File: config.mk
export PLATFORM = sky130hd
export DESIGN_NAME = decode_stage_flat
export DESIGN_NICKNAME = d
export VERILOG_FILES = /design/src/rtl/decode_stage_if.sv /design/src/rtl/decode_stage.sv /design/src/flat_wrapper.sv
export SDC_FILE = /design/constraint.sdc
export NUM_CORES = 1
export LEC_CHECK = 0
export ABC_AREA = 1
export BUFFER_PORTS_ARGS = -buffer_cell sky130_fd_sc_hd__buf_2
export CAP_MARGIN = 20
export CORE_UTILIZATION = 45
export DETAILED_ROUTE_END_ITERATION = 8
export GPL_TIMING_DRIVEN = 0
export HOLD_SLACK_MARGIN = 0.02
export PLACE_DENSITY = 0.62
export RECOVER_POWER = 50
export SYNTH_ARGS = -nofsm -noshare
export SYNTH_HDL_FRONTEND = slang
export SYNTH_SLANG_ARGS = --single-unit
File: constraint.sdc
create_clock -name clock -period 8.31 [get_ports clock]
set_input_delay 0.4155 -clock clock [delete_from_list [all_inputs] [get_ports clock]]
set_output_delay 0.4155 -clock clock [all_outputs]
set_load 0.05 [all_outputs]
File: src/rtl/decode_stage_if.sv
// Fetch-side and execute-side handshake bundle for decode_stage.
interface decode_stage_if #(
  parameter int XLEN = 32
);
  logic            in_valid;
  logic            in_ready;
  logic [31:0]     in_inst;
  logic [XLEN-1:0] in_pc;
  logic            out_valid;
  logic            out_ready;
  logic [XLEN-1:0] out_pc;
  logic [4:0]      out_rd;
  logic [4:0]      out_rs1;
  logic [4:0]      out_rs2;
  logic [3:0]      out_aluop;
  logic            out_immsrc;
  logic            out_isbranch;
  logic            out_memread;
  logic            out_memwrite;
  logic            out_regwrite;
  logic            out_pcsel;
  logic            out_rdsel;
  logic            out_isjump;
  logic            out_islui;
  logic            out_use_rs1;
  logic            out_use_rs2;
  logic            out_illegal;
  logic [1:0]      out_memtoreg;

  modport master (
    output in_valid, in_inst, in_pc, out_ready,
    input  in_ready, out_valid, out_pc, out_rd, out_rs1, out_rs2, out_aluop,
           out_immsrc, out_isbranch, out_memread, out_memwrite, out_regwrite,
           out_pcsel, out_rdsel, out_isjump, out_islui, out_use_rs1,
           out_use_rs2, out_illegal, out_memtoreg
  );

  modport slave (
    input  in_valid, in_inst, in_pc, out_ready,
    output in_ready, out_valid, out_pc, out_rd, out_rs1, out_rs2, out_aluop,
           out_immsrc, out_isbranch, out_memread, out_memwrite, out_regwrite,
           out_pcsel, out_rdsel, out_isjump, out_islui, out_use_rs1,
           out_use_rs2, out_illegal, out_memtoreg
  );
endinterface

File: src/rtl/decode_stage.sv
// RV32I decode stage: instruction FIFO, combinational decode of the head, registered bundle.
// Optional load-use bubble enabled by defining DECODE_LOAD_USE_INTERLOCK_EN.
module decode_stage #(
  parameter int XLEN  = 32,
  parameter int DEPTH = 4
) (
  input  logic          clock,
  input  logic          reset,
  input  logic          flush,
  decode_stage_if.slave bus
);
  localparam int AW = $clog2(DEPTH);

  typedef struct packed {
    logic [XLEN-1:0] pc;
    logic [4:0]      rd;
    logic [4:0]      rs1;
    logic [4:0]      rs2;
    logic [3:0]      aluop;
    logic            immsrc;
    logic            isbranch;
    logic            memread;
    logic            memwrite;
    logic            regwrite;
    logic            pcsel;
    logic            rdsel;
    logic            isjump;
    logic            islui;
    logic            use_rs1;
    logic            use_rs2;
    logic            illegal;
    logic [1:0]      memtoreg;
  } bundle_t;

  logic [AW:0]     wr_ptr, rd_ptr;
  logic [31:0]     inst_mem [DEPTH];
  logic [XLEN-1:0] pc_mem   [DEPTH];
  logic [31:0]     head_inst;
  logic [2:0]      f3;
  logic            f7_alt;
  logic            full, empty, push, pop, fire, valid_q, out_valid_w;
  bundle_t         dec, out_q;

  function automatic logic [3:0] alu_map(input logic [2:0] funct3, input logic alt);
    case (funct3)
      3'd0:    return alt ? 4'd1 : 4'd0;
      3'd1:    return 4'd5;
      3'd2:    return 4'd8;
      3'd3:    return 4'd9;
      3'd4:    return 4'd2;
      3'd5:    return alt ? 4'd7 : 4'd6;
      3'd6:    return 4'd3;
      default: return 4'd4;
    endcase
  endfunction

  // Full when pointers differ only in the wrap bit.
  assign full  = (wr_ptr[AW] != rd_ptr[AW]) && (wr_ptr[AW-1:0] == rd_ptr[AW-1:0]);
  assign empty = (wr_ptr == rd_ptr);
  assign push  = bus.in_valid && !full;
  assign fire  = out_valid_w && bus.out_ready;
  assign pop   = !empty && (!valid_q || fire);

  always_ff @(posedge clock or posedge reset) begin
    if (reset) begin
      wr_ptr <= '0;
      rd_ptr <= '0;
    end else if (flush) begin
      wr_ptr <= '0;
      rd_ptr <= '0;
    end else begin
      if (push) wr_ptr <= wr_ptr + (AW+1)'(1);
      if (pop)  rd_ptr <= rd_ptr + (AW+1)'(1);
    end
  end

  always_ff @(posedge clock) begin
    if (push && !flush) begin
      inst_mem[wr_ptr[AW-1:0]] <= bus.in_inst;
      pc_mem[wr_ptr[AW-1:0]]   <= bus.in_pc;
    end
  end

  assign head_inst = inst_mem[rd_ptr[AW-1:0]];
  assign f3        = head_inst[14:12];
  assign f7_alt    = (head_inst[31:25] == 7'h20);

  always_comb begin
    dec     = '0;
    dec.pc  = pc_mem[rd_ptr[AW-1:0]];
    dec.rd  = head_inst[11:7];
    dec.rs1 = head_inst[19:15];
    dec.rs2 = head_inst[24:20];
    case (head_inst[6:0])
      7'h33: begin
        dec.aluop    = alu_map(f3, f7_alt);
        dec.regwrite = 1'b1;
        dec.memtoreg = 2'd2;
        dec.use_rs1  = 1'b1;
        dec.use_rs2  = 1'b1;
      end
      7'h13: begin
        // addi has no subtract form; the funct7 alternate only selects srai.
        dec.aluop    = alu_map(f3, f7_alt && (f3 != 3'd0));
        dec.immsrc   = 1'b1;
        dec.regwrite = 1'b1;
        dec.memtoreg = 2'd2;
        dec.use_rs1  = 1'b1;
      end
      7'h03: begin
        dec.memread  = 1'b1;
        dec.immsrc   = 1'b1;
        dec.regwrite = 1'b1;
        dec.memtoreg = 2'd1;
        dec.use_rs1  = 1'b1;
      end
      7'h23: begin
        dec.memwrite = 1'b1;
        dec.immsrc   = 1'b1;
        dec.use_rs1  = 1'b1;
        dec.use_rs2  = 1'b1;
      end
      7'h63: begin
        dec.isbranch = 1'b1;
        dec.aluop    = f3[2] && f3[1] ? 4'd9 : 4'd8;
        dec.use_rs1  = 1'b1;
        dec.use_rs2  = 1'b1;
      end
      7'h6f: begin
        dec.immsrc   = 1'b1;
        dec.regwrite = 1'b1;
        dec.isjump   = 1'b1;
      end
      7'h67: begin
        dec.immsrc   = 1'b1;
        dec.regwrite = 1'b1;
        dec.isjump   = 1'b1;
        dec.pcsel    = 1'b1;
        dec.use_rs1  = 1'b1;
      end
      7'h37: begin
        dec.immsrc   = 1'b1;
        dec.regwrite = 1'b1;
        dec.islui    = 1'b1;
        dec.memtoreg = 2'd2;
      end
      7'h17: begin
        dec.immsrc   = 1'b1;
        dec.regwrite = 1'b1;
        dec.rdsel    = 1'b1;
      end
      7'h73: begin
        if (f3[1:0] != 2'd0) begin
          dec.regwrite = 1'b1;
          dec.memtoreg = 2'd3;
          dec.use_rs1  = !f3[2];
          dec.immsrc   = f3[2];
        end
      end
      default: dec.illegal = 1'b1;
    endcase
  end

  always_ff @(posedge clock or posedge reset) begin
    if (reset) begin
      valid_q <= 1'b0;
      out_q   <= '0;
    end else if (flush) begin
      valid_q <= 1'b0;
    end else if (pop) begin
      valid_q <= 1'b1;
      out_q   <= dec;
    end else if (fire) begin
      valid_q <= 1'b0;
    end
  end

`ifdef DECODE_LOAD_USE_INTERLOCK_EN
  logic       ld_pend_q;
  logic [4:0] ld_rd_q;
  logic       hazard;

  always_ff @(posedge clock or posedge reset) begin
    if (reset) begin
      ld_pend_q <= 1'b0;
      ld_rd_q   <= '0;
    end else if (flush) begin
      ld_pend_q <= 1'b0;
      ld_rd_q   <= '0;
    end else begin
      ld_pend_q <= fire && out_q.memread && (out_q.rd != 5'd0);
      ld_rd_q   <= out_q.rd;
    end
  end

  assign hazard = ld_pend_q && valid_q &&
                  ((out_q.use_rs1 && (out_q.rs1 == ld_rd_q)) ||
                   (out_q.use_rs2 && (out_q.rs2 == ld_rd_q)));
  assign out_valid_w = valid_q && !hazard;
`else
  assign out_valid_w = valid_q;
`endif

  assign bus.in_ready     = !full;
  assign bus.out_valid    = out_valid_w;
  assign bus.out_pc       = out_q.pc;
  assign bus.out_rd       = out_q.rd;
  assign bus.out_rs1      = out_q.rs1;
  assign bus.out_rs2      = out_q.rs2;
  assign bus.out_aluop    = out_q.aluop;
  assign bus.out_immsrc   = out_q.immsrc;
  assign bus.out_isbranch = out_q.isbranch;
  assign bus.out_memread  = out_q.memread;
  assign bus.out_memwrite = out_q.memwrite;
  assign bus.out_regwrite = out_q.regwrite;
  assign bus.out_pcsel    = out_q.pcsel;
  assign bus.out_rdsel    = out_q.rdsel;
  assign bus.out_isjump   = out_q.isjump;
  assign bus.out_islui    = out_q.islui;
  assign bus.out_use_rs1  = out_q.use_rs1;
  assign bus.out_use_rs2  = out_q.use_rs2;
  assign bus.out_illegal  = out_q.illegal;
  assign bus.out_memtoreg = out_q.memtoreg;
endmodule
File: src/flat_wrapper.sv
// flat-port wrapper written by rule: the top's interface ports become plain ports
module decode_stage_flat 
#(
  parameter int XLEN  = 32,
  parameter int DEPTH = 4
)
  (clock, reset, flush, bus_in_valid, bus_in_inst, bus_in_pc, bus_out_ready, bus_in_ready, bus_out_valid, bus_out_pc, bus_out_rd, bus_out_rs1, bus_out_rs2, bus_out_aluop, bus_out_immsrc, bus_out_isbranch, bus_out_memread, bus_out_memwrite, bus_out_regwrite, bus_out_pcsel, bus_out_rdsel, bus_out_isjump, bus_out_islui, bus_out_use_rs1, bus_out_use_rs2, bus_out_illegal, bus_out_memtoreg);
  decode_stage_if #(.XLEN(XLEN)) bus_i ();
  input  logic clock;
  input  logic reset;
  input  logic flush;
  input wire logic [$bits(bus_i.in_valid)-1:0] bus_in_valid;
  input wire logic [$bits(bus_i.in_inst)-1:0] bus_in_inst;
  input wire logic [$bits(bus_i.in_pc)-1:0] bus_in_pc;
  input wire logic [$bits(bus_i.out_ready)-1:0] bus_out_ready;
  output wire logic [$bits(bus_i.in_ready)-1:0] bus_in_ready;
  output wire logic [$bits(bus_i.out_valid)-1:0] bus_out_valid;
  output wire logic [$bits(bus_i.out_pc)-1:0] bus_out_pc;
  output wire logic [$bits(bus_i.out_rd)-1:0] bus_out_rd;
  output wire logic [$bits(bus_i.out_rs1)-1:0] bus_out_rs1;
  output wire logic [$bits(bus_i.out_rs2)-1:0] bus_out_rs2;
  output wire logic [$bits(bus_i.out_aluop)-1:0] bus_out_aluop;
  output wire logic [$bits(bus_i.out_immsrc)-1:0] bus_out_immsrc;
  output wire logic [$bits(bus_i.out_isbranch)-1:0] bus_out_isbranch;
  output wire logic [$bits(bus_i.out_memread)-1:0] bus_out_memread;
  output wire logic [$bits(bus_i.out_memwrite)-1:0] bus_out_memwrite;
  output wire logic [$bits(bus_i.out_regwrite)-1:0] bus_out_regwrite;
  output wire logic [$bits(bus_i.out_pcsel)-1:0] bus_out_pcsel;
  output wire logic [$bits(bus_i.out_rdsel)-1:0] bus_out_rdsel;
  output wire logic [$bits(bus_i.out_isjump)-1:0] bus_out_isjump;
  output wire logic [$bits(bus_i.out_islui)-1:0] bus_out_islui;
  output wire logic [$bits(bus_i.out_use_rs1)-1:0] bus_out_use_rs1;
  output wire logic [$bits(bus_i.out_use_rs2)-1:0] bus_out_use_rs2;
  output wire logic [$bits(bus_i.out_illegal)-1:0] bus_out_illegal;
  output wire logic [$bits(bus_i.out_memtoreg)-1:0] bus_out_memtoreg;
  assign bus_i.in_valid = bus_in_valid;
  assign bus_i.in_inst = bus_in_inst;
  assign bus_i.in_pc = bus_in_pc;
  assign bus_i.out_ready = bus_out_ready;
  assign bus_in_ready = bus_i.in_ready;
  assign bus_out_valid = bus_i.out_valid;
  assign bus_out_pc = bus_i.out_pc;
  assign bus_out_rd = bus_i.out_rd;
  assign bus_out_rs1 = bus_i.out_rs1;
  assign bus_out_rs2 = bus_i.out_rs2;
  assign bus_out_aluop = bus_i.out_aluop;
  assign bus_out_immsrc = bus_i.out_immsrc;
  assign bus_out_isbranch = bus_i.out_isbranch;
  assign bus_out_memread = bus_i.out_memread;
  assign bus_out_memwrite = bus_i.out_memwrite;
  assign bus_out_regwrite = bus_i.out_regwrite;
  assign bus_out_pcsel = bus_i.out_pcsel;
  assign bus_out_rdsel = bus_i.out_rdsel;
  assign bus_out_isjump = bus_i.out_isjump;
  assign bus_out_islui = bus_i.out_islui;
  assign bus_out_use_rs1 = bus_i.out_use_rs1;
  assign bus_out_use_rs2 = bus_i.out_use_rs2;
  assign bus_out_illegal = bus_i.out_illegal;
  assign bus_out_memtoreg = bus_i.out_memtoreg;
  decode_stage #(.XLEN(XLEN), .DEPTH(DEPTH)) u_core (.clock(clock), .reset(reset), .flush(flush), .bus(bus_i));
endmodule
==> impl_metrics.tcl, run 1 <==
set metrics [dict create \
    cts-root-to-sink-buffers 3 \
    drv_slew 75 \
    crit_arrival_ns 3.78 \
    clk_pin_slew_worst_paths_ns 0.06 \
    drive_above_1_share 0.118 \
    violations "max-capacitance violations, max-slew violations" \
    grt_first_pass_wirelength_um 44600 \
    drc 0 \
    p_seq_frac 0.385 \
    ys_top_cells_by_area "edfxtp_1, dfrtp_1, nand2_1" \
    slowest_delay_ns 1.74 \
    fin_util 0.546 \
    timing.fmax_mhz 274 \
    ys_seq_area_frac 0.739 \
    die-area_um2 29200 \
    area_delta_synth_final_pct 18.8 \
    wl_per_cell_um 17.6 \
    ys_warn_count 0 \
    syn_nets 1137 \
    numCtsBuffers 34 \
    p_leak_nw 5.93 \
    p_sw_mw 2.00 \
    slew_headroom -0.569 \
    cts_tree "done" \
    dieHeight_um 171 \
    status "finished, violations left" \
    grt_pass1_vias 7983 \
    crit_type "input pin to async pin" \
    row_count 61 \
    vias 8430 \
    setup_viol 0 \
    worstPathCellList "dlygate4sd3_1, buf_2, clkinvlp_2, clkbuf_1" \
    yosys.cell_count.top_type "edfxtp_1" \
    rsz0062_at_grt "false" \
    first_iter_violations 552 \
    intPower_mw 3.32 \
    track_usage 0.203 \
    clock_sinks 328 \
    multi_input_area_um2 2900 \
    worst_setup_path_start_kind "input pin" \
    post_cts_resized 0 \
    async_flop_share 0.220 \
    clock_skew_ns 0.0146 \
    antenna_found_initial 3 \
    clk_latency_ns 0.51 \
    grt_max_degree 39 \
    floorplan.core_area_um2 27900 \
    nFillCells 2455 \
    first_pass_iters 7 \
    synth_seq_cells 328 \
    final_antenna_net_count 0 \
    max_slew.worst_pin.slew_ns 2.35 \
    ios 136 \
    via_per_inst 5.11 \
    synth_top_area_share 0.599 \
    syn_avg_cell_area_um2 12.1 \
    synthFlopType "edfxtp_1" \
    drt_wl_total_um 29100 \
    start_util 0.459 \
    pwr-share-clk 0.287 \
    sw_frac_of_total 0.376 \
    synth.distinct_cells 35 \
    seq_area_um2 9490 \
    end_kind "async pin" \
    port-buffer-count 135 \
    htreeDepth 2 \
    period_minus_slack_ns 3.65 \
    hpwl_um 19100 \
    period_share 0.439 \
    grt_remaining_overflow 0 \
    cap_violations 2 \
    required_ns 8.44 \
    fin_setup_tns_ns 0 \
    finalHoldViolations 0 \
    gp_congestion 0.846 \
    synth-edff-count 256 \
    root_buffer "clkbuf_16" \
    syn_inst 1063 \
    hold_path.class "input pin to register" \
    syn_area_um2 12800 \
    power_frac_comb 0.328 \
    die_x_um 171 \
    crit_path_top_delay_cell "clkbuf_1" \
    nNetsFinal 1319 \
    ir_drop_mv 0.253 \
    critPathMaxFanout 38 \
    ys_top_cells_by_count "edfxtp_1, nand2_1, nor2_1, o21ai_0, dfrtp_1" \
    p_per_area_nw_per_um2 349 \
    yosys.area.top_type "edfxtp_1" \
]
==> cells by family (layout without fill, tap and decap cells) <==
family / Yosys count / count (layout) / share of synthesized area
simple gates: 453 / 453 / 0.145
flops: 328 / 328 / 0.739
compound gates: 169 / 169 / 0.0719
buf+inv: 105 / 311 / 0.0369
fa+ha+maj: 5 / 5 / 0.00487
xor+xnor: 3 / 3 / 0.00205
other cells: 0 / 3 / 0
==> cell usage in the layout, fill, tap and decap left out, types with 4 or more instances in the layout <==
master       n
buf_12       5
clkbuf_1   127
nand3_1     37
edfxtp_1   256
o21ai_0     92
nor2_1     132
o21ai_1     16
a21oi_1      7
clkbuf_16   35
clkbuf_8     4
nand4_1      8
clkinv_1     5
buf_4        8
o22ai_1     47
inv_1       47
bufinv_16    4
buf_2       57
buf_16       4
nor2_4       4
dfrtp_1     72
ha_1         5
nand2_1    250
nand2_2      7
==> critical path, delay by kind of cell <==
kind / cells / cell delay [ns]
buf+inv: 4 / 3.32
==> power groups by stage <==
stage	Sequential [mW]	Clock, mW	Combinational (mW)
after CTS	2.05	1.55	1.78
after floorplan	2.57	0	0.782
final	2.05	1.53	1.75
after global placement	2.08	0	1.75
after global routing	2.07	1.62	1.91
after detailed placement	2.08	0	1.78
==> per-stage QoR <==
step / hold WS [ns] / power [mW] / cells / worst slack (ns) / area [um2]
global route: 0.161 / 5.60 / 1649 / 3.94 / 15200
finish: 0.168 / 5.32 / 1650 / 4.66 / 15300
CTS: 0.103 / 5.39 / 1647 / 5.62 / 15400
global placement: 0.451 / 3.83 / 1576 / 1.77 / 14000
floorplan: 0.453 / 3.35 / 1063 / 3.72 / 12800
detailed placement: 0.453 / 3.86 / 1586 / 5.62 / 14200
==> worst paths after layout <==
kind	startpoint	endpoint	slack (ns)	cells after the start
worst max-delay path	reset	u_core.bus.out_rs1[3]$_DFFE_PP0P_	4.66	4
worst min-delay path	bus_in_inst[24]	u_core.inst_mem[3][24]$_DFFE_PP_	0.17	1
worst max register to register	u_core.rd_ptr[1]$_DFFE_PP0P_	u_core.pc_mem[2][6]$_DFFE_PP_	5.43	9
worst min register to register	u_core.bus.out_rs2[1]$_DFFE_PP0P_	u_core.bus.out_rs2[1]$_DFFE_PP0P_	0.47	2
max in group clock	u_core.rd_ptr[1]$_DFFE_PP0P_	u_core.pc_mem[2][6]$_DFFE_PP_	5.43	9
min in group asynchronous	reset	u_core.bus.out_pc[19]$_DFFE_PP0P_	0.85	3
==> state kept, by name, indices dropped and copies added, names as in the netlist, 2 cells and up <==
name,cells
u_core.pc_mem,128
u_core.wr_ptr,3
u_core.rd_ptr,3
u_core.bus.out_memtoreg,2
u_core.bus.out_rd,5
u_core.bus.out_pc,32
u_core.bus.out_rs2,5
u_core.bus.out_aluop,4
u_core.inst_mem,128
u_core.bus.out_rs1,5
==> per-layer routing <==
layer / track usage / wire, um / vias up
met5: 0 / 13 / -
met4: 0.0648 / 695 / 2
met3: 0.0324 / 1810 / 46
met2: 0.335 / 13800 / 267
met1: 0.276 / 12800 / 4072
li1: - / - / 4043
==> repair_timing <==
item / CTS / global route
hold buffers: 1 / 0
endpoints found under the setup margin: 0 / 0
setup buffers: 0 / 0
hold endpoints to repair: 37 / 0
==> layout make-up <==
type / count / area share
flip-flops and latches: 328 / 0.622
multi-input cells: 630 / 0.190
clock buffers: 47 / 0.0630
repair buffers: 146 / 0.0514
well taps: 378 / 0.0310
plain buffers: 52 / 0.0175
inverters: 53 / 0.0135
clock inverters: 13 / 0.0108
diodes: 3 / 0.000492
(Power assumes the default switching activity.)
==> run 2, diff against run 1 <==
Settings changed: ABC_AREA 1 to 0.
Clock period 8.31 ns to 3.5 ns, I/O delays scaled along.
==> run 2 against run 1 <==
Against the previous run: the run still ends with max-capacitance violations, max-slew violations left; sequential share of layout area is 0.30 points higher; largest cell class unchanged; critical path type unchanged; via count is 21% lower; count of clock-buffer cells in the layout is 1 lower; non-clock buffer count is 36 higher; utilization is 1.9 points higher; highest routed layer is now met4; register-to-register slack worse by 4.3 ns; die area is 4.1% lower; hold slack worse by 0.10 ns; critical path depth stayed put; final cell count is 21% lower; setup slack worse by 3.6 ns; wire length is 14% lower.
==> impl_metrics.tcl, run 2 <==
set metrics [dict create \
    p_leak_nw 5.49 \
    clock_skew_ns 0.0171 \
    synth_seq_cells 328 \
    timing.fmax_mhz 412 \
    slew_headroom -0.0503 \
    drt_wl_total_um 24900 \
    required_ns 3.91 \
    crit_arrival_ns 2.84 \
    fin_setup_tns_ns 0 \
    design_area_um2 15200 \
    synth-edff-count 256 \
    stdcell_count 1302 \
    synth.distinct_cells 45 \
    ys_top_cells_by_count "edfxtp_1, nand2_1, dfrtp_1, mux4_2, nor2_1" \
    hold_path.class "input pin to register" \
    clk_pin_slew_worst_paths_ns 0.06 \
    cts-root-to-sink-buffers 3 \
    final_common_cell "edfxtp_1" \
    ios 136 \
    ys_seq_area_frac 0.771 \
    start_util 0.458 \
    grt_pass1_vias 6973 \
    rsz0062_at_grt "false" \
    synthFlopType "edfxtp_1" \
    hold_ws_ns 0.0669 \
    cap_violations 1 \
    ys_top_cells_by_area "edfxtp_1, dfrtp_1, mux4_2" \
    violations "max-capacitance violations, max-slew violations" \
    mostFrequentLayoutCells "edfxtp_1, nand2_1, clkbuf_1" \
    antenna_found_initial 2 \
    syn_avg_cell_area_um2 17.8 \
    placed_cell_area_um2 13600 \
    first_iter_violations 478 \
    setup_viol 0 \
    status "finished, violations left" \
    async_flop_share 0.220 \
    worst_setup_path_start_kind "input pin" \
    crit_type "input pin to async pin" \
    syn_area_um2 12300 \
    p_total_mw 11.9 \
    pre_cts_slack_ns 1.05 \
    end_kind "async pin" \
    place_inst 1170 \
    yosys.area.top_type "edfxtp_1" \
    drc 0 \
    clock_sinks 328 \
    cts_tree "done" \
    fin_util 0.565 \
    die-area_um2 28000 \
    p_per_area_nw_per_um2 786 \
    period_minus_slack_ns 2.42 \
    row_count 60 \
    syn_inst 690 \
    die_x_um 167 \
    post_cts_buffers 0 \
    htreeDepth 2 \
    clk_latency_ns 0.51 \
    port-buffer-count 134 \
    wl_per_cell_um 19.1 \
    dieHeight_um 167 \
    yosys.cell_count.top_type "edfxtp_1" \
    via_per_inst 5.12 \
    hpwl_um 15200 \
    first_pass_iters 4 \
    gp_congestion 0.762 \
    vias 6667 \
    syn_nets 764 \
    synth_top_area_share 0.625 \
    track_usage 0.183 \
    drive_above_1_share 0.190 \
    area_delta_synth_final_pct 23.4 \
    nNetsFinal 1006 \
    grt_remaining_overflow 0 \
    grt_max_degree 49 \
    critPathMaxFanout 43 \
    nFillCells 2197 \
    final_antenna_net_count 0 \
    root_buffer "clkbuf_16" \
    drv_slew 31 \
    max_slew.worst_pin.slew_ns 1.57 \
    finalHoldViolations 0 \
    grt_first_pass_wirelength_um 39000 \
    ir_drop_mv 0.741 \
    floorplan.core_area_um2 26900 \
    setup_ws_ns 1.08 \
    ys_warn_count 0 \
    numCtsBuffers 35 \
    period_share 0.693 \
]
==> run 2: cell types whose count changed after synthesis, moves of 9 or more <==
| cell | previous run | this run |
|---|---|---|
| nand2_1 | 250 | 165 |
| o21ai_1 | 16 | 0 |
| buf_4 | 9 | 0 |
| nor2_1 | 136 | 19 |
| inv_1 | 48 | 6 |
| clkbuf_1 | 24 | 9 |
| o21ai_0 | 92 | 8 |
| nand3_1 | 37 | 7 |
| o22ai_1 | 47 | 0 |
| mux4_2 | 0 | 56 |
==> run 2: final cells by class <==
class                           count  area (um2)  share of cell area
Antenna cell                        2        5.00            0.000330
Multi-Input combinational cell    327        2660               0.175
Inverter                            6        23.8             0.00157
Sequential cell                   328        9490               0.625
Timing Repair Buffer              205        1330              0.0873
Clock inverter                     18         151             0.00997
Clock buffer                       46         957              0.0631
Buffer                             29         144             0.00948
Tap cell                          341         427              0.0281
==> run 2: final timing paths <==
kind / cells past startpoint / startpoint / slack [ns] / end
min in group asynchronous: 3 / reset / 0.60 / u_core.bus.out_pc[9]$_DFFE_PP0P_
max in group clock: 7 / u_core.rd_ptr[1]$_DFFE_PP0P_ / 1.10 / u_core.bus.out_pc[1]$_DFFE_PP0P_
min reg2reg: 2 / u_core.bus.out_rd[2]$_DFFE_PP0P_ / 0.47 / u_core.bus.out_rd[2]$_DFFE_PP0P_
min: 2 / flush / 0.07 / u_core.rd_ptr[2]$_DFFE_PP0P_
max: 4 / reset / 1.08 / u_core.wr_ptr[2]$_DFFE_PP0P_
max reg2reg: 7 / u_core.rd_ptr[1]$_DFFE_PP0P_ / 1.10 / u_core.bus.out_pc[1]$_DFFE_PP0P_
==> run 2: metal layers <==
| metal | up-vias | global-route usage | routed length, um |
|---|---|---|---|
| li1 | 3106 | - | - |
| met1 | 3359 | 0.246 | 10700 |
| met2 | 163 | 0.304 | 12400 |
| met3 | 39 | 0.0350 | 1280 |
| met4 | 0 | 0.0527 | 522 |
| met5 | - | 0 | 0 |
==> run 2: worst max-delay path, stage by stage <==
cell	delay [ns]
dlygate4sd3_1	0.54
buf_2	0.13
clkinvlp_2	0.89
clkbuf_2	1.06
==> run 2: cells by family (layout without fill, tap and decap cells) <==
group | count (synthesis) | in the layout | synth area share
compound gates | 37 | 37 | 0.0211
xor+xnor | 7 | 7 | 0.00498
fa+ha+maj | 5 | 5 | 0.00508
buf+inv | 35 | 304 | 0.0135
flops | 328 | 328 | 0.771
mux | 59 | 59 | 0.105
other cells | 0 | 2 | 0
simple gates | 219 | 219 | 0.0791
==> run 2: repair_timing <==
item	4_1_cts	5_1_grt
resized for setup	0	0
hold buffers	66	0
hold endpoints to repair	286	0
==> run 2: report_power, final <==
group          leakage [nW]  internal (mW)  switching [mW]
Clock                 0.536           2.08            1.45
Sequential             3.24           4.65           0.205
Combinational          1.72           1.05            2.49
==> run 3, diff against run 2 <==
Clock period 3.5 ns to 2.4 ns, I/O delays scaled along.
==> run 3 against run 2 <==
Against the previous run: the run now ends clean; total power rose by 46%; setup slack lost 1.1 ns; flip-flop and latch count unchanged; clock power rose by 44%; critical path depth is 1 higher; wire length down 0.98%; die area is the same; combinational power rose by 48%; utilization did not move; final area unchanged; register-to-register slack worse by 1.1 ns; largest power group unchanged.
==> impl_metrics.tcl, run 3 (synthesis results as in run 2) <==
set metrics [dict create \
    path_buf_inv 0 \
    power_frac_comb 0.301 \
    p_total_mw 17.4 \
    slowest_delay_ns 0.83 \
    worst_setup_path_start_kind "register" \
    fin_setup_tns_ns 0 \
    start_util 0.458 \
    met3_usage 0.0385 \
    nNetsFinal 1003 \
    row_count 60 \
    grt_max_degree 65 \
    htreeDepth 2 \
    root_buffer "clkbuf_16" \
    die_x_um 167 \
    setup_viol 0 \
    seq_area_um2 9490 \
    setup_ws_ns 0.0205 \
    numCtsBuffers 35 \
    rsz0062_at_grt "true" \
    p_sw_mw 5.95 \
    grt_pass1_vias 6984 \
    grt_first_pass_wirelength_um 39000 \
    crit_path_top_delay_cell "and2_4" \
    clock_sinks 328 \
    floorplan.core_area_um2 26900 \
    die-area_um2 28000 \
    required_ns 2.51 \
    clock_skew_ns 0.0150 \
    crit_arrival_ns 2.49 \
    wl_per_cell_um 19.0 \
    p_leak_nw 5.60 \
    via_per_inst 5.11 \
    final_antenna_net_count 0 \
    pwr-share-clk 0.291 \
    design_area_um2 15200 \
    hold_ws_ns 0.0625 \
    drive_above_1_share 0.232 \
    grt.busiest_layer "met2" \
    area_delta_synth_final_pct 23.4 \
    critPathMaxFanout 64 \
    cts-root-to-sink-buffers 3 \
    place_inst 1166 \
    cap_violations 0 \
    stdcell_count 1296 \
    hpwl_um 14800 \
    final_common_cell "edfxtp_1" \
    period_share 0.991 \
    antenna_found_initial 1 \
    hold_path.class "input pin to register" \
    drt_wl_total_um 24700 \
    ir_drop_mv 0.966 \
    port-buffer-count 134 \
    gp_congestion 0.725 \
    clk_pin_slew_worst_paths_ns 0.06 \
    pre_cts_slack_ns -0.0655 \
    grt_remaining_overflow 0 \
    first_pass_iters 4 \
    finalHoldViolations 0 \
    p_per_area_nw_per_um2 1150 \
    dieHeight_um 167 \
    mostFrequentLayoutCells "edfxtp_1, nand2_1, buf_2" \
    crit_type "register to register" \
    ios 136 \
    worstPathCellList "xnor2_2, nand3b_1, nand2_2, nor2_4, and2_4" \
    timing.fmax_mhz 420 \
    placed_cell_area_um2 13500 \
    clk_latency_ns 0.50 \
    period_minus_slack_ns 2.38 \
    sw_frac_of_total 0.342 \
    drc 0 \
    slew_headroom 0.313 \
    nFillCells 2156 \
    intPower_mw 11.4 \
    cts_tree "done" \
    max_slew.worst_pin.slew_ns 1.03 \
    status "finished clean" \
    track_usage 0.183 \
    end_kind "register" \
    p_seq_frac 0.407 \
    grt_use_met1 0.250 \
    drv_slew 0 \
    multi_input_area_um2 2700 \
    first_iter_violations 377 \
    vias 6624 \
    crit_family "simple AND/OR/NAND/NOR gates" \
    grt_util_met2 0.299 \
    fin_util 0.565 \
]
[run 3: cell types whose count changed in the layout (fill, tap and decap cells not counted), moves of 2 or more]
cell / before / now
buf_16: 4 / 1
buf_2: 53 / 96
clkbuf_1: 113 / 74
clkbuf_16: 35 / 37
clkinvlp_4: 3 / 1
inv_6: 3 / 0
xnor2_1: 5 / 2
xnor2_2: 0 / 2
[run 3: routing by layer]
metal | up-vias | routed length [um]
li1 | 3106 | -
met1 | 3322 | 11000
met2 | 156 | 11900
met3 | 40 | 1250
met4 | 0 | 516
met5 | - | 0
[run 3: final cells by class]
class / count / area share
sequential: 328 / 0.625
multi-input combinational: 327 / 0.178
timing repair buffer: 202 / 0.0858
clock buffer: 52 / 0.0667
tap: 341 / 0.0281
buffer: 29 / 0.00989
clock inverter: 10 / 0.00470
inverter: 6 / 0.00157
antenna: 1 / 0.000165
[run 3: repair_timing]
| item | 4_1_cts | 5_1_grt |
|---|---|---|
| hold buffers | 67 | 0 |
| setup endpoints to repair | 256 | 287 |
| buffers inserted | 0 | 0 |
| resized for setup | 1 | 0 |
| endpoints found under the hold margin | 331 | 0 |
| pin swaps | 2 | 0 |
[run 3: path summary, 6_finish.rpt]
| path | endpoint | cells after the start | startpoint | slack [ns] |
|---|---|---|---|---|
| setup / recovery | u_core.pc_mem[0][22]$_DFFE_PP_ | 5 | u_core.wr_ptr[2]$_DFFE_PP0P_ | 0.02 |
| hold / removal | u_core.rd_ptr[1]$_DFFE_PP0P_ | 2 | flush | 0.06 |
| setup reg to reg | u_core.pc_mem[0][22]$_DFFE_PP_ | 5 | u_core.wr_ptr[2]$_DFFE_PP0P_ | 0.02 |
| hold reg to reg | u_core.bus.out_rs1[0]$_DFFE_PP0P_ | 2 | u_core.bus.out_rs1[0]$_DFFE_PP0P_ | 0.46 |
| max in group asynchronous | u_core.wr_ptr[1]$_DFFE_PP0P_ | 4 | reset | 1.26 |
| min in group asynchronous | u_core.bus.out_pc[25]$_DFFE_PP0P_ | 3 | reset | 0.36 |
[run 3: power by group through the flow]
stage	Sequential, mW	Clock (mW)	Combinational (mW)
3_3_place_gp	7.18	0	5.21
4_1_cts	7.08	5.18	5.35
2_1_floorplan	8.81	0	2.28
3_5_place_dp	7.19	0	5.25
5_1_grt	7.15	5.36	5.66
6_report	7.08	5.07	5.24
[run 3: worst register-to-register path, stage by stage (launching register included)]
cell and delay [ns]:
dfrtp_1 0.42, xnor2_2 0.24, nand3b_1 0.22, nand2_2 0.12, nor2_4 0.12, and2_4 0.83
